===== src/rtl/mem_bus_ctrl.sv =====
// mem_bus_ctrl: MEM-stage load/store sequencer over a single-port req/ack data bus.
//   clk, rst (async, active-low)
//   pipeline in : req_valid_i, op_i, addr_i, wdata_i, flush_i
//   bus out     : bus_req_o, bus_we_o, bus_addr_o, bus_sel_o (big-endian lanes), bus_wdata_o
//   bus in      : bus_ack_i, bus_rdata_i
//   pipeline out: stallreq_o, ldata_o, ldata_valid_o, misalign_o
module mem_bus_ctrl #(
  parameter int DATA_W = 32,
  parameter int ADDR_W = 32
) (
  input  logic              clk,
  input  logic              rst,
  input  logic              req_valid_i,
  input  logic [2:0]        op_i,
  input  logic [ADDR_W-1:0] addr_i,
  input  logic [DATA_W-1:0] wdata_i,
  input  logic              flush_i,
  output logic              bus_req_o,
  output logic              bus_we_o,
  output logic [ADDR_W-1:0] bus_addr_o,
  output logic [3:0]        bus_sel_o,
  output logic [DATA_W-1:0] bus_wdata_o,
  input  logic              bus_ack_i,
  input  logic [DATA_W-1:0] bus_rdata_i,
  output logic              stallreq_o,
  output logic [DATA_W-1:0] ldata_o,
  output logic              ldata_valid_o,
  output logic              misalign_o
);
  typedef enum logic [1:0] {IDLE, BUS, DONE} state_t;
  state_t state, state_n;
  logic [2:0] op_q;
  logic [1:0] lane_q;
  logic killed, is_word, is_half, is_store, aligned, launch, ld_hit;
  logic [3:0] sel;
  logic [DATA_W-1:0] wd, ext;
  logic [7:0] byte_v;
  logic [15:0] half_v;
  assign is_word  = op_i == 3'b100 || op_i == 3'b111;
  assign is_half  = op_i == 3'b010 || op_i == 3'b011 || op_i == 3'b110;
  assign is_store = op_i[2] & (op_i[1] | op_i[0]);
  assign aligned  = is_word ? addr_i[1:0] == 2'b00 : is_half ? !addr_i[0] : 1'b1;
  assign launch   = state == IDLE && req_valid_i && !flush_i && aligned;
  assign misalign_o = rst && state == IDLE && req_valid_i && !flush_i && !aligned;
  assign stallreq_o = rst && (launch || state == BUS);
  assign bus_req_o  = state == BUS;
  assign sel = is_word ? 4'b1111 : is_half ? (addr_i[1] ? 4'b0011 : 4'b1100) : 4'b1000 >> addr_i[1:0];
  assign wd  = op_i == 3'b101 ? {4{wdata_i[7:0]}} : op_i == 3'b110 ? {2{wdata_i[15:0]}} : wdata_i;
  // lane 00 is the most significant byte, hence the inverted lane index
  assign byte_v = bus_rdata_i[{~lane_q, 3'b000} +: 8];
  assign half_v = lane_q[1] ? bus_rdata_i[15:0] : bus_rdata_i[31:16];
  assign ext = op_q == 3'b000 ? {{(DATA_W-8){byte_v[7]}}, byte_v} :
               op_q == 3'b001 ? {{(DATA_W-8){1'b0}}, byte_v} :
               op_q == 3'b010 ? {{(DATA_W-16){half_v[15]}}, half_v} :
               op_q == 3'b011 ? {{(DATA_W-16){1'b0}}, half_v} : bus_rdata_i;
  // a flush arriving in the ack cycle itself still kills the load
  assign ld_hit = state == BUS && bus_ack_i && !(killed || flush_i) && !(op_q[2] & (op_q[1] | op_q[0]));
  always_ff @(posedge clk or negedge rst)
    if (!rst) state <= IDLE;
    else state <= state_n;
  always_comb begin
    state_n = state;
    if (state == IDLE) state_n = launch ? BUS : IDLE;
    else if (state == BUS) state_n = !bus_ack_i ? BUS : (killed || flush_i) ? IDLE : DONE;
    else state_n = IDLE;
  end
  always_ff @(posedge clk or negedge rst)
    if (!rst) begin
      bus_we_o      <= 1'b0;
      bus_addr_o    <= '0;
      bus_sel_o     <= '0;
      bus_wdata_o   <= '0;
      op_q          <= '0;
      lane_q        <= '0;
      killed        <= 1'b0;
      ldata_o       <= '0;
      ldata_valid_o <= 1'b0;
    end else begin
      if (launch) begin
        bus_we_o    <= is_store;
        bus_addr_o  <= {addr_i[ADDR_W-1:2], 2'b00};
        bus_sel_o   <= sel;
        bus_wdata_o <= wd;
        op_q        <= op_i;
        lane_q      <= addr_i[1:0];
      end
      killed        <= launch ? 1'b0 : (state == BUS && flush_i) ? 1'b1 : killed;
      ldata_o       <= ld_hit ? ext : ldata_o;
      ldata_valid_o <= ld_hit;
    end
endmodule


===== config.mk =====
export PLATFORM = sky130hd
export DESIGN_NAME = mem_bus_ctrl
export DESIGN_NICKNAME = d
export VERILOG_FILES = /design/src/rtl/mem_bus_ctrl.sv
export SDC_FILE = /design/constraint.sdc
export NUM_CORES = 1
export LEC_CHECK = 0
export ABC_AREA = 0
export BUFFER_PORTS_ARGS = -buffer_cell sky130_fd_sc_hd__buf_2
export CAP_MARGIN = 20
export CORE_MARGIN = 3
export CORE_UTILIZATION = 49
export DETAILED_ROUTE_END_ITERATION = 6
export HOLD_SLACK_MARGIN = 0.15
export PLACE_DENSITY = 0.8
export SYNTH_ARGS = -nofsm -noshare
export SYNTH_HDL_FRONTEND = slang
export SYNTH_SLANG_ARGS = --single-unit

===== constraint.sdc =====
create_clock -name clk -period 2.19 [get_ports clk]
set_input_delay 0.657 -clock clk [delete_from_list [all_inputs] [get_ports clk]]
set_output_delay 0.657 -clock clk [all_outputs]
set_load 0.1 [all_outputs]

==> flow_summary.json, run 1 <==
{
  "place.gp.congestion": 0.939,
  "gr-usage-met3": 0.0671,
  "clk_latency_ns": 0.37,
  "antenna_found_initial": 0,
  "violations": "negative setup slack",
  "grt_pass1_vias": 4752,
  "die_area_um2": 12300,
  "synth_cell_type_count": 47,
  "diodes": 0,
  "synth.area.top_cells": "dfrtp_1 (50%), mux2_1 (10%), mux2_2 (7.1%)",
  "synthArstFlopShare": 1.00,
  "synth_top_area_frac": 0.501,
  "cts_root_buf": "clkbuf_8",
  "start_util": 0.514,
  "ctsHoldBuffers": 0,
  "min_path_type": "primary input to asynchronous set/reset pin",
  "crit_type": "primary input to output pin",
  "overflow": 0,
  "fillers": 801,
  "synth_edf_count": 0,
  "num_rows": 37,
  "grt_pass1_wl_mm": 23.8,
  "ys_seq_area_frac": 0.501,
  "grt_max_degree": 92,
  "firstDrtPassIters": 5,
  "slew_violations": 0,
  "rsz0062_at_grt": "yes",
  "cp_cell_sequence": "buf_2 -> nor2b_2 -> o22ai_4 -> buf_4 -> nor3_4 -> buf_12",
  "synthCells": 442,
  "cts_tree": "done",
  "register_area_um2": 2700,
  "fin_crit_ns": 2.32,
  "core-area_um2": 10500,
  "crit_fanout": 5,
  "avgViaCountPerCell": 5.70,
  "yosysWarnings": 0,
  "drtAntennaViolNets": 0,
  "hold_violations": 0,
  "drc": 0,
  "routedWlPerCell_um": 18.2,
  "hpwl_mm": 10.9,
  "final_nets": 762,
  "tightestPinTransition_ns": 0.614,
  "setup_violations": 2,
  "clock-skew-final_ns": 0.0133,
  "path_clk_slew_ns": 0.10,
  "syn_to_final_growth_pct": 29.0,
  "setup_slack_ns": -0.128,
  "synth_top_cell_by_area": "dfrtp_1",
  "cts_sinks": 108,
  "drtIter0Drc": 297,
  "netlist_top_cells_count": "dfrtp_1 (108), mux2_1 (50), nand2_1 (46), mux2_2 (34), a21oi_1 (27)",
  "die_w_um": 111,
  "final_core_util": 0.662,
  "status": "complete, but fails checks",
  "multiInputGateArea_um2": 2490,
  "critical_path.max_stage_delay_ns": 0.21,
  "maxCapViolCount": 0,
  "grt_usage": 0.235,
  "ios": 209,
  "htree_levels": 3,
  "min_period_over_period": 1.06,
  "critPathLaunchType": "primary input",
  "yosys_most_used_dff": "dfrtp_1",
  "syn-cell-area_um2": 5400,
  "max-slew-margin-rel": 0.579,
  "worstPathRequired_ns": 1.53,
  "timing.fmax_mhz": 431,
  "drive_gt1_frac": 0.477,
  "die_y_um": 111,
  "place.port_buffers": 206,
  "yosys_register_bits": 108,
  "cts_buffer_depth": 2,
  "vias": 4557,
  "grtUsageMet2": 0.397,
  "cts_buffers": 9,
  "wl_mm": 14.6,
  "busiest_layer": "met2",
  "end_kind": "output pin",
  "post-synth-top-count-cell": "dfrtp_1",
  "arrival_ns": 1.66,
  "crit_path_top_delay_cell": "nor2b_2",
  "syn_area_per_cell_um2": 12.2,
  "grtUsageMet1": 0.292
}
[cell families after synthesis]
group	synth area share
multiplexers	0.237
XOR/XNOR	0.00162
buffers and inverters	0.0482
flip-flops	0.501
AND/OR/NAND/NOR	0.0765
other	0.000695
AO/OA/AOI/OAI	0.135
[registers in the layout, indices dropped and copies added (netlist names)]
name,flops
bus_addr_o,30
bus_wdata_o,32
lane_q,2
ldata_valid_o,1
state,2
ldata_o,32
bus_sel_o,4
killed,1
op_q,3
bus_we_o,1
[final timing paths]
check,start,endpoint,slack [ns],cells after the start
max,op_i[2],misalign_o,-0.13,6
min,rst,bus_wdata_o[23]$_DFFE_PN0P_,0.29,2
max reg2reg,lane_q[1]$_DFFE_PN0P_,ldata_o[9]$_DFFE_PN0P_,0.24,4
min reg2reg,bus_sel_o[3]$_DFFE_PN0P_,bus_sel_o[3]$_DFFE_PN0P_,0.48,1
max in group asynchronous,rst,bus_addr_o[21]$_DFFE_PN0P_,1.44,2
min in group clk,bus_sel_o[3]$_DFFE_PN0P_,bus_sel_o[3]$_DFFE_PN0P_,0.48,1
[metal layers]
metal	up-vias	share of wire	wire length, um
li1	2053	-	-
met1	2233	0.40	5760
met2	241	0.49	7140
met3	30	0.091	1330
met4	0	0.024	345
met5	-	0	0
[critical path, delay by kind of cell]
| kind | cells | cell delay, ns |
|---|---|---|
| buffers and inverters | 3 | 0.49 |
| AOI/OAI and AO/OA | 1 | 0.09 |
| and+or+nand+nor | 2 | 0.42 |
[layout by cell type (no fill, tap or decap), drive strengths merged, types with 9 or more instances in the layout]
cell and count:
a21oi 27, a31oi 9, buf 237, clkbuf 10, dfrtp 108, mux2 93, nand2 46, nor2 14
nor2b 10, o21ai 13, o22a 24
[through the flow]
step | area, um2 | setup TNS, ns | setup WS, ns | hold slack, ns | instances
floorplan | 5430 | -0.787 | -0.397 | 0.361 | 443
global placement | 6710 | -1.19 | -0.197 | 0.463 | 780
detailed placement | 6710 | -5.10 | -0.240 | 0.465 | 780
CTS | 6930 | -0.349 | -0.185 | 0.277 | 797
global route | 6960 | -0.404 | -0.219 | 0.293 | 799
finish | 6960 | -0.231 | -0.128 | 0.293 | 799
[cell type report]
class,count,share of cell area
clock buffer,10,0.0198
clock inverter,6,0.0102
inverter,7,0.00377
multi-input combinational,295,0.358
sequential,108,0.388
tap,136,0.0244
timing repair buffer,237,0.196
[timing repair]
item / 4_1_cts / 5_1_grt
gates cloned: 0 / 1
setup buffers: 1 / 1
gates resized for setup: 1 / 1
pin swaps: 2 / 1
endpoints found under the setup margin: 3 / 26
Power of run 1 is left out: the tool's default activity adds up to more than one toggle a clock period on the data nets, which glitch-free logic cannot reach.
==> run 2, diff against run 1 <==
SETUP_SLACK_MARGIN = 0.3   (was default)
==> flow_summary.json, run 2 (same netlist as run 1, synthesis figures left out) <==
{
  "status": "complete, but fails checks",
  "violations": "negative setup slack",
  "reg2reg_from": "state[0]$_DFF_PN0_",
  "overflow": 0,
  "crit_type": "primary input to output pin",
  "clk_latency_ns": 0.37,
  "clock-skew-final_ns": 0.00790,
  "cts_root_buf": "clkbuf_8",
  "finalInstanceArea_um2": 7530,
  "start_util": 0.514,
  "placed_cell_area_um2": 6950,
  "r2r_cells": 9,
  "tightestPinTransition_ns": 0.721,
  "drc": 0,
  "grt_pass1_vias": 4798,
  "drtIter0Drc": 454,
  "final_cell_mix": "buf_2 (199), dfrtp_1 (106), mux2_4 (62)",
  "fillers": 691,
  "cts_tree": "done",
  "die_y_um": 111,
  "cts_buffer_depth": 2,
  "cts_buffers": 9,
  "worstPathRequired_ns": 1.53,
  "setup_violations": 2,
  "setup_slack_ns": -0.156,
  "largestRegisters": "bus_wdata_o (32), ldata_o (32), bus_addr_o (30)",
  "die_w_um": 111,
  "critPathLaunchType": "primary input",
  "place.gp.congestion": 0.825,
  "min_period_over_period": 1.07,
  "ios": 209,
  "end_kind": "output pin",
  "hpwl_mm": 10.9,
  "fin_crit_ns": 2.35,
  "min_path_type": "primary input to asynchronous set/reset pin",
  "final_nets": 782,
  "htree_levels": 3,
  "wl_mm": 15.6,
  "grt_pass1_wl_mm": 24.4,
  "slew_violations": 0,
  "drive_gt1_frac": 0.567,
  "diodes": 0,
  "hold_violations": 0,
  "core-area_um2": 10500,
  "timing.fmax_mhz": 426,
  "avgViaCountPerCell": 5.74,
  "crit_fanout": 2,
  "die_area_um2": 12300,
  "grt_usage": 0.244,
  "cts_sinks": 108,
  "arrival_ns": 1.69,
  "syn_to_final_growth_pct": 39.6,
  "max-slew-margin-rel": 0.519,
  "drtAntennaViolNets": 0,
  "firstDrtPassIters": 5,
  "num_rows": 37,
  "rsz0062_at_grt": "yes",
  "antenna_found_initial": 0,
  "place.port_buffers": 206,
  "final_common_cell": "buf_2",
  "maxCapViolCount": 0,
  "r2r_end": "bus_addr_o[4]$_DFFE_PN0P_",
  "routedWlPerCell_um": 19.0,
  "path_clk_slew_ns": 0.10,
  "grt_max_degree": 58,
  "vias": 4695,
  "ff2ff_setup_slack_ns": 0.04
}
run 2: cell count changes in the layout (fill, tap and decap cells not counted), sizes merged:
cell    delta
buf       +12
clkbuf     +7
clkinv     -2
o31ai      +2
bufinv     +1
inv        -1
run 2: stage by stage:
step,instances,hold slack [ns],utilization,TNS (ns),setup slack (ns)
final,818,0.413,0.717,-0.301,-0.156
after global routing,818,0.455,0.717,-1.00,-0.229
after CTS,805,0.437,0.696,-0.315,-0.159
after detailed placement,782,0.480,0.662,-2.32,-0.124
after global placement,782,0.477,0.662,-0.180,-0.0985
after floorplan,443,0.361,-,-0.747,-0.390
run 2: how the worst max path moves through the flow:
stage	slack, ns	to	cells after the start	from
floorplan	-0.39	misalign_o	3	flush_i
global placement	-0.1	stallreq_o	6	op_i[0]
detailed placement	-0.12	stallreq_o	6	op_i[0]
CTS	-0.16	stallreq_o	5	state[0]$_DFF_PN0_
global route	-0.23	stallreq_o	5	state[0]$_DFF_PN0_
finish	-0.16	stallreq_o	6	flush_i
run 2: layer usage:
metal | vias up | GRT usage | wire length [um]
li1 | 2086 | - | -
met1 | 2292 | 0.306 | 6160
met2 | 279 | 0.410 | 7540
met3 | 38 | 0.0546 | 1470
met4 | 0 | 0.100 | 401
met5 | - | 0 | 0
run 2: critical path, stage by stage:
cell and delay, ns:
buf_2 0.12, nor4b_4 0.31, buf_4 0.18, o21ai_4 0.06, a21boi_4 0.16, buf_12 0.19
run 2: timing repair:
item,in CTS,in global routing
gates cloned,3,5
setup buffers,5,8
hold buffers,0,0
setup endpoints to repair,30,91
resized for setup,14,10
pin swaps,4,0
run 2: layout make-up:
class | instances | area (um2) | area share
multi-input combinational | 297 | 2770 | 0.368
sequential | 108 | 2710 | 0.359
timing repair buffer | 255 | 1650 | 0.219
tap | 136 | 170 | 0.0226
clock buffer | 11 | 131 | 0.0174
clock inverter | 4 | 75.1 | 0.00997
inverter | 7 | 26.3 | 0.00349
Power of run 2 is left out for the same reason.
